===== src/rtl/icache_if.sv =====
// Fetch-side and memory-side bus of the direct-mapped instruction cache.
// ICACHE_STATS_EN adds the hit_count/miss_count statistics signals.
interface icache_if;
  logic        imemREN;
  logic [31:0] imemaddr;
  logic        ihit;
  logic [31:0] imemload;
  logic        flush;
  logic        iREN;
  logic [31:0] iaddr;
  logic        iwait;
  logic [31:0] iload;
`ifdef ICACHE_STATS_EN
  logic [31:0] hit_count;
  logic [31:0] miss_count;

  modport slave (
    input  imemREN, imemaddr, flush, iwait, iload,
    output ihit, imemload, iREN, iaddr, hit_count, miss_count
  );
  modport master (
    output imemREN, imemaddr, flush, iwait, iload,
    input  ihit, imemload, iREN, iaddr, hit_count, miss_count
  );
`else
  modport slave (
    input  imemREN, imemaddr, flush, iwait, iload,
    output ihit, imemload, iREN, iaddr
  );
  modport master (
    output imemREN, imemaddr, flush, iwait, iload,
    input  ihit, imemload, iREN, iaddr
  );
`endif
endinterface


===== src/rtl/icache.sv =====
// Direct-mapped, one-word-per-frame instruction cache with a two-state miss FSM.
// Define ICACHE_STATS_EN to add saturating hit/miss counters.
module icache #(
  parameter int NSETS = 16
) (
  input  logic     CLK,
  input  logic     nRST,
  icache_if.slave  bus
);
  localparam int IDXW = $clog2(NSETS);
  localparam int TAGW = 30 - IDXW;

  typedef enum logic {IDLE = 1'b0, FETCH = 1'b1} state_t;

  state_t            state;
  logic              iren_r;
  logic [31:0]       miss_addr;
  logic [NSETS-1:0]  valid;
  logic [TAGW-1:0]   tags [NSETS];
  logic [31:0]       data [NSETS];

  logic [IDXW-1:0]   req_idx;
  logic [TAGW-1:0]   req_tag;
  logic [IDXW-1:0]   fill_idx;
  logic [TAGW-1:0]   fill_tag;
  logic              hit_s;
  logic              miss_s;
  logic              fill_s;
  logic              unused_s;

  assign req_idx  = bus.imemaddr[IDXW+1:2];
  assign req_tag  = bus.imemaddr[31:IDXW+2];
  assign fill_idx = miss_addr[IDXW+1:2];
  assign fill_tag = miss_addr[31:IDXW+2];
  assign unused_s = &{1'b0, bus.imemaddr[1:0], miss_addr[1:0]};

  // Lookup: a hit only counts in IDLE with a live request and no flush.
  always_comb begin
    hit_s  = 1'b0;
    miss_s = 1'b0;
    if (state == IDLE && bus.imemREN && !bus.flush) begin
      hit_s  = valid[req_idx] && (tags[req_idx] == req_tag);
      miss_s = !hit_s;
    end else begin
      hit_s  = 1'b0;
      miss_s = 1'b0;
    end
  end

  // A flush in the completing cycle wins: the fill is dropped.
  assign fill_s = (state == FETCH) && !bus.iwait && !bus.flush;

  assign bus.ihit     = hit_s;
  assign bus.imemload = hit_s ? data[req_idx] : 32'h0;
  assign bus.iREN     = iren_r;
  assign bus.iaddr    = {miss_addr[31:2], 2'b00};

  // Miss FSM, valid bits and the latched miss address.
  always_ff @(posedge CLK or negedge nRST) begin
    if (!nRST) begin
      state     <= IDLE;
      iren_r    <= 1'b0;
      miss_addr <= 32'h0;
      valid     <= '0;
    end else if (bus.flush) begin
      state  <= IDLE;
      iren_r <= 1'b0;
      valid  <= '0;
    end else begin
      case (state)
        IDLE: begin
          if (miss_s) begin
            miss_addr <= bus.imemaddr;
            state     <= FETCH;
            iren_r    <= 1'b1;
          end
        end
        FETCH: begin
          if (!bus.iwait) begin
            valid[fill_idx] <= 1'b1;
            state           <= IDLE;
            iren_r          <= 1'b0;
          end
        end
        default: begin
          state  <= IDLE;
          iren_r <= 1'b0;
        end
      endcase
    end
  end

  // Tag and data arrays carry no reset; valid alone qualifies them.
  always_ff @(posedge CLK) begin
    if (fill_s) begin
      tags[fill_idx] <= fill_tag;
      data[fill_idx] <= bus.iload;
    end
  end

`ifdef ICACHE_STATS_EN
  logic [31:0] hit_count_r;
  logic [31:0] miss_count_r;

  assign bus.hit_count  = hit_count_r;
  assign bus.miss_count = miss_count_r;

  // Saturating statistics; flush deliberately leaves them alone.
  always_ff @(posedge CLK or negedge nRST) begin
    if (!nRST) begin
      hit_count_r  <= 32'h0;
      miss_count_r <= 32'h0;
    end else begin
      if (hit_s && hit_count_r != 32'hFFFF_FFFF) begin
        hit_count_r <= hit_count_r + 32'd1;
      end
      if (miss_s && miss_count_r != 32'hFFFF_FFFF) begin
        miss_count_r <= miss_count_r + 32'd1;
      end
    end
  end
`endif

endmodule


===== src/flat_wrapper.sv =====
// flat-port wrapper written by rule: the top's interface ports become plain ports
module icache_flat 
#(
  parameter int NSETS = 16
)
  (CLK, nRST, bus_imemREN, bus_imemaddr, bus_flush, bus_iwait, bus_iload, bus_ihit, bus_imemload, bus_iREN, bus_iaddr);
  icache_if bus_i ();
  input  logic CLK;
  input  logic nRST;
  input wire logic [$bits(bus_i.imemREN)-1:0] bus_imemREN;
  input wire logic [$bits(bus_i.imemaddr)-1:0] bus_imemaddr;
  input wire logic [$bits(bus_i.flush)-1:0] bus_flush;
  input wire logic [$bits(bus_i.iwait)-1:0] bus_iwait;
  input wire logic [$bits(bus_i.iload)-1:0] bus_iload;
  output wire logic [$bits(bus_i.ihit)-1:0] bus_ihit;
  output wire logic [$bits(bus_i.imemload)-1:0] bus_imemload;
  output wire logic [$bits(bus_i.iREN)-1:0] bus_iREN;
  output wire logic [$bits(bus_i.iaddr)-1:0] bus_iaddr;
  assign bus_i.imemREN = bus_imemREN;
  assign bus_i.imemaddr = bus_imemaddr;
  assign bus_i.flush = bus_flush;
  assign bus_i.iwait = bus_iwait;
  assign bus_i.iload = bus_iload;
  assign bus_ihit = bus_i.ihit;
  assign bus_imemload = bus_i.imemload;
  assign bus_iREN = bus_i.iREN;
  assign bus_iaddr = bus_i.iaddr;
  icache #(.NSETS(NSETS)) u_core (.CLK(CLK), .nRST(nRST), .bus(bus_i));
endmodule

===== config.mk =====
export PLATFORM = sky130hd
export DESIGN_NAME = icache_flat
export DESIGN_NICKNAME = d
export VERILOG_FILES = /design/src/rtl/icache_if.sv /design/src/rtl/icache.sv /design/src/flat_wrapper.sv
export SDC_FILE = /design/constraint.sdc
export NUM_CORES = 1
export LEC_CHECK = 0
export ABC_AREA = 1
export BUFFER_PORTS_ARGS = -buffer_cell sky130_fd_sc_hd__buf_2
export CAP_MARGIN = 0
export CORE_ASPECT_RATIO = 0.6
export CORE_UTILIZATION = 60
export DETAILED_ROUTE_END_ITERATION = 8
export PLACE_DENSITY_LB_ADDON = 0.12
export SYNTH_ARGS = -nofsm -noshare
export SYNTH_HDL_FRONTEND = slang
export SYNTH_SLANG_ARGS = --single-unit

===== constraint.sdc =====
create_clock -name CLK -period 4.58 [get_ports CLK]
set_input_delay 0.458 -clock CLK [delete_from_list [all_inputs] [get_ports CLK]]
set_output_delay 0.458 -clock CLK [all_outputs]
set_load 0.01 [all_outputs]

==> results.cfg <==
[synthesis]
synth_warnings = 0
async_flop_share = 0.04918
syn_area_um2 = 39890
ys_types = 34
yosys-top-cells-area = edfxtp_1 70%, nand2_1 9.3%, nand3_1 4.0%, a21oi_1 3.1%, dfrtp_1 3.0%
synth.most_common_cell = nand2_1
ys_seq_elements = 976
syn_inst = 3354
syn_area_per_cell_um2 = 11.89
synth_top_cell_area_share = 0.6985
ys_seq_area_frac = 0.7286
synth_area_leader_cell = edfxtp_1
ys.flop_type = edfxtp_1
synth_edf_count = 928
synthTopCellsByCount = 993 x nand2_1, 928 x edfxtp_1, 315 x nand3_1, 244 x a21oi_1, 199 x inv_1

[sta]
finClkSkew_ps = 31.26
slew_headroom = 0.1712
fmax_mhz = 249.9
final.period_utilization = 0.8737
hold_violations = 0
drv_slew = 0
setup_viol = 0
fin_crit_ps = 4001
rsz0062_at_grt = false
setup_tns_ps = 0
tightest_slew_ps = 1240

[hold_path]
hold_path_class = input pin to flip-flop

[run]
max_cap_violations = 0

[clock_tree]
cts_setup_buffers = 0
root_buffer = clkbuf_16
cts_buffers = 86
clock_path_buffers = 3
post_cts_resized = 0
cts_tree = yes
cts_sinks = 976
insertion_delay_ps = 670
clk_pin_slew_worst_paths_ps = 60
htreeDepth = 3
ctsHoldBuffers = 1

[floorplan]
io_pins = 135
rows = 72
fp.dieH_um = 201.7
start_util = 0.6133
core_area_um2 = 65040
die-area_um2 = 67560
die_w_um = 334.9

[run_status]
status = complete, no violations

[detailed_routing]
route.antenna.remaining_nets = 0
vias_per_cell = 6.065
drt-pass1-iter-count = 6
drtIter0Drc = 3874
drc_errors = 0
wl_per_cell_um = 24.02
vias = 26670
wl_um = 105600

[critical_path]
crit_required_ps = 4120
max_stage_delay_ps = 400
critPathMaxFanout = 105
cp.arrival_ps = 3540
start_kind = input pin
cpMostUsedCell = nand2_1
critical_path_class = input pin to output port
end_kind = output port
crit_slowest_cell = buf_12
path_cells = buf_8 > buf_12 > nor2_1 > nor2_1 > o21ai_0 > nand3_1 > nand3_1 > nand2_1 > nand2_1 > nand2_1 > nand2_1 > nor2_1 > nand3_1 > nor2_2 > nand2_2 > buf_12 > a21oi_1 > buf_2

[place]
hpwl_um = 54380
globalplace.congestion = 0.8964
port_buffers = 130

[global_route]
grt_pass1_vias = 25290
grt_start_max_net_pins = 130
grtUsageTotal = 0.3141
grt.overflow.total = 0
grt_pass1_wl_um = 156600
antenna_found_initial = 6

[layout]
fillerInstances = 4589
fin_nets = 3508
area_growth_pct = 10.90
drive_gt1_frac = 0.1033

[power]
finalPower_uw = 18260
peakVddDrop_mv = 0.3496
p_per_area_nw_per_um2 = 412.7
p_leak_uw = 0.01652
logic make-up after synthesis:
group | share of synthesized area
simple gates | 0.1498
flops | 0.7286
compound gates | 0.07694
buf+inv | 0.04454
other cells | 0.00009400
per-stage QoR:
| stage | utilization | instances | hold WS [ps] | cell area [um2] | setup slack [ps] |
|---|---|---|---|---|---|
| 5_1_grt | 0.6802 | 4398 | 43.39 | 44240 | 341.6 |
| 3_5_place_dp | 0.6394 | 4238 | 487.5 | 41590 | 682.4 |
| 4_1_cts | 0.6800 | 4392 | 27.79 | 44230 | 666.1 |
| 6_report | 0.6802 | 4398 | 63.94 | 44240 | 578.6 |
| 2_1_floorplan | - | 3355 | 162.4 | 39900 | 528.4 |
| 3_3_place_gp | 0.6394 | 4238 | 470.9 | 41590 | 727.6 |
metal layers:
layer | GRT usage | share of wire | vias up
met5 | 0 | 0 | -
met4 | 0.1057 | 0.029 | 0
met3 | 0.07276 | 0.11 | 226
met2 | 0.4729 | 0.46 | 1546
met1 | 0.4557 | 0.41 | 12900
li1 | - | - | 12000
worst paths after layout:
kind	start	to	slack, ps	depth (start not counted)
max in group asynchronous	nRST	u_core.miss_addr[4]$_DFFE_PN0P_	3500	3
setup reg to reg	u_core.tags[12][9]$_DFFE_PP_	u_core.miss_addr[31]$_DFFE_PN0P_	1580	14
hold / removal	bus_imemaddr[12]	u_core.miss_addr[12]$_DFFE_PN0P_	60	3
min in group asynchronous	nRST	u_core.miss_addr[6]$_DFFE_PN0P_	510	3
hold reg to reg	u_core.valid[13]$_DFFE_PN0P_	u_core.valid[13]$_DFFE_PN0P_	500	2
setup / recovery	bus_imemaddr[2]	bus_imemload[31]	580	18
final cells by class:
type                            count  area (um2)  share of cell area
Antenna cell                        6       15.01           0.0003394
Clock buffer                      130        2422             0.05475
Clock inverter                     23       205.2            0.004638
Inverter                          203       780.7             0.01765
Multi-Input combinational cell   1966        9173              0.2073
Sequential cell                   976       29070              0.6570
Tap cell                          888        1111             0.02511
Timing Repair Buffer              206        1468             0.03317
placed cells by master, fill, tap and decap left out, types with 76 or more instances in the layout:
| cell type | n |
|---|---|
| a21oi_1 | 244 |
| a221oi_1 | 118 |
| buf_2 | 127 |
| clkbuf_16 | 90 |
| edfxtp_1 | 928 |
| inv_1 | 198 |
| nand2_1 | 993 |
| nand3_1 | 315 |
| nor2_1 | 122 |
| o21ai_0 | 76 |
power breakdown:
part	switching, uW	total (uW)	internal, uW
Clock	3120	6940	3820
Combinational	824	1140	320
Sequential	201	10200	9970
Total	4140	18300	14100
state kept, by name, indices dropped and copies added (netlist names):
signal            cells
u_core.state          1
u_core.bus.iREN       1
u_core.data         512
u_core.tags         416
u_core.miss_addr     30
u_core.valid         16
critical path, delay by kind of cell:
| family | cells | cell delay, ps |
|---|---|---|
| AND/OR/NAND/NOR | 12 | 1410 |
| AO/OA/AOI/OAI | 2 | 290 |
| buffers and inverters | 4 | 1140 |
Power figures use the tool's default switching activity.
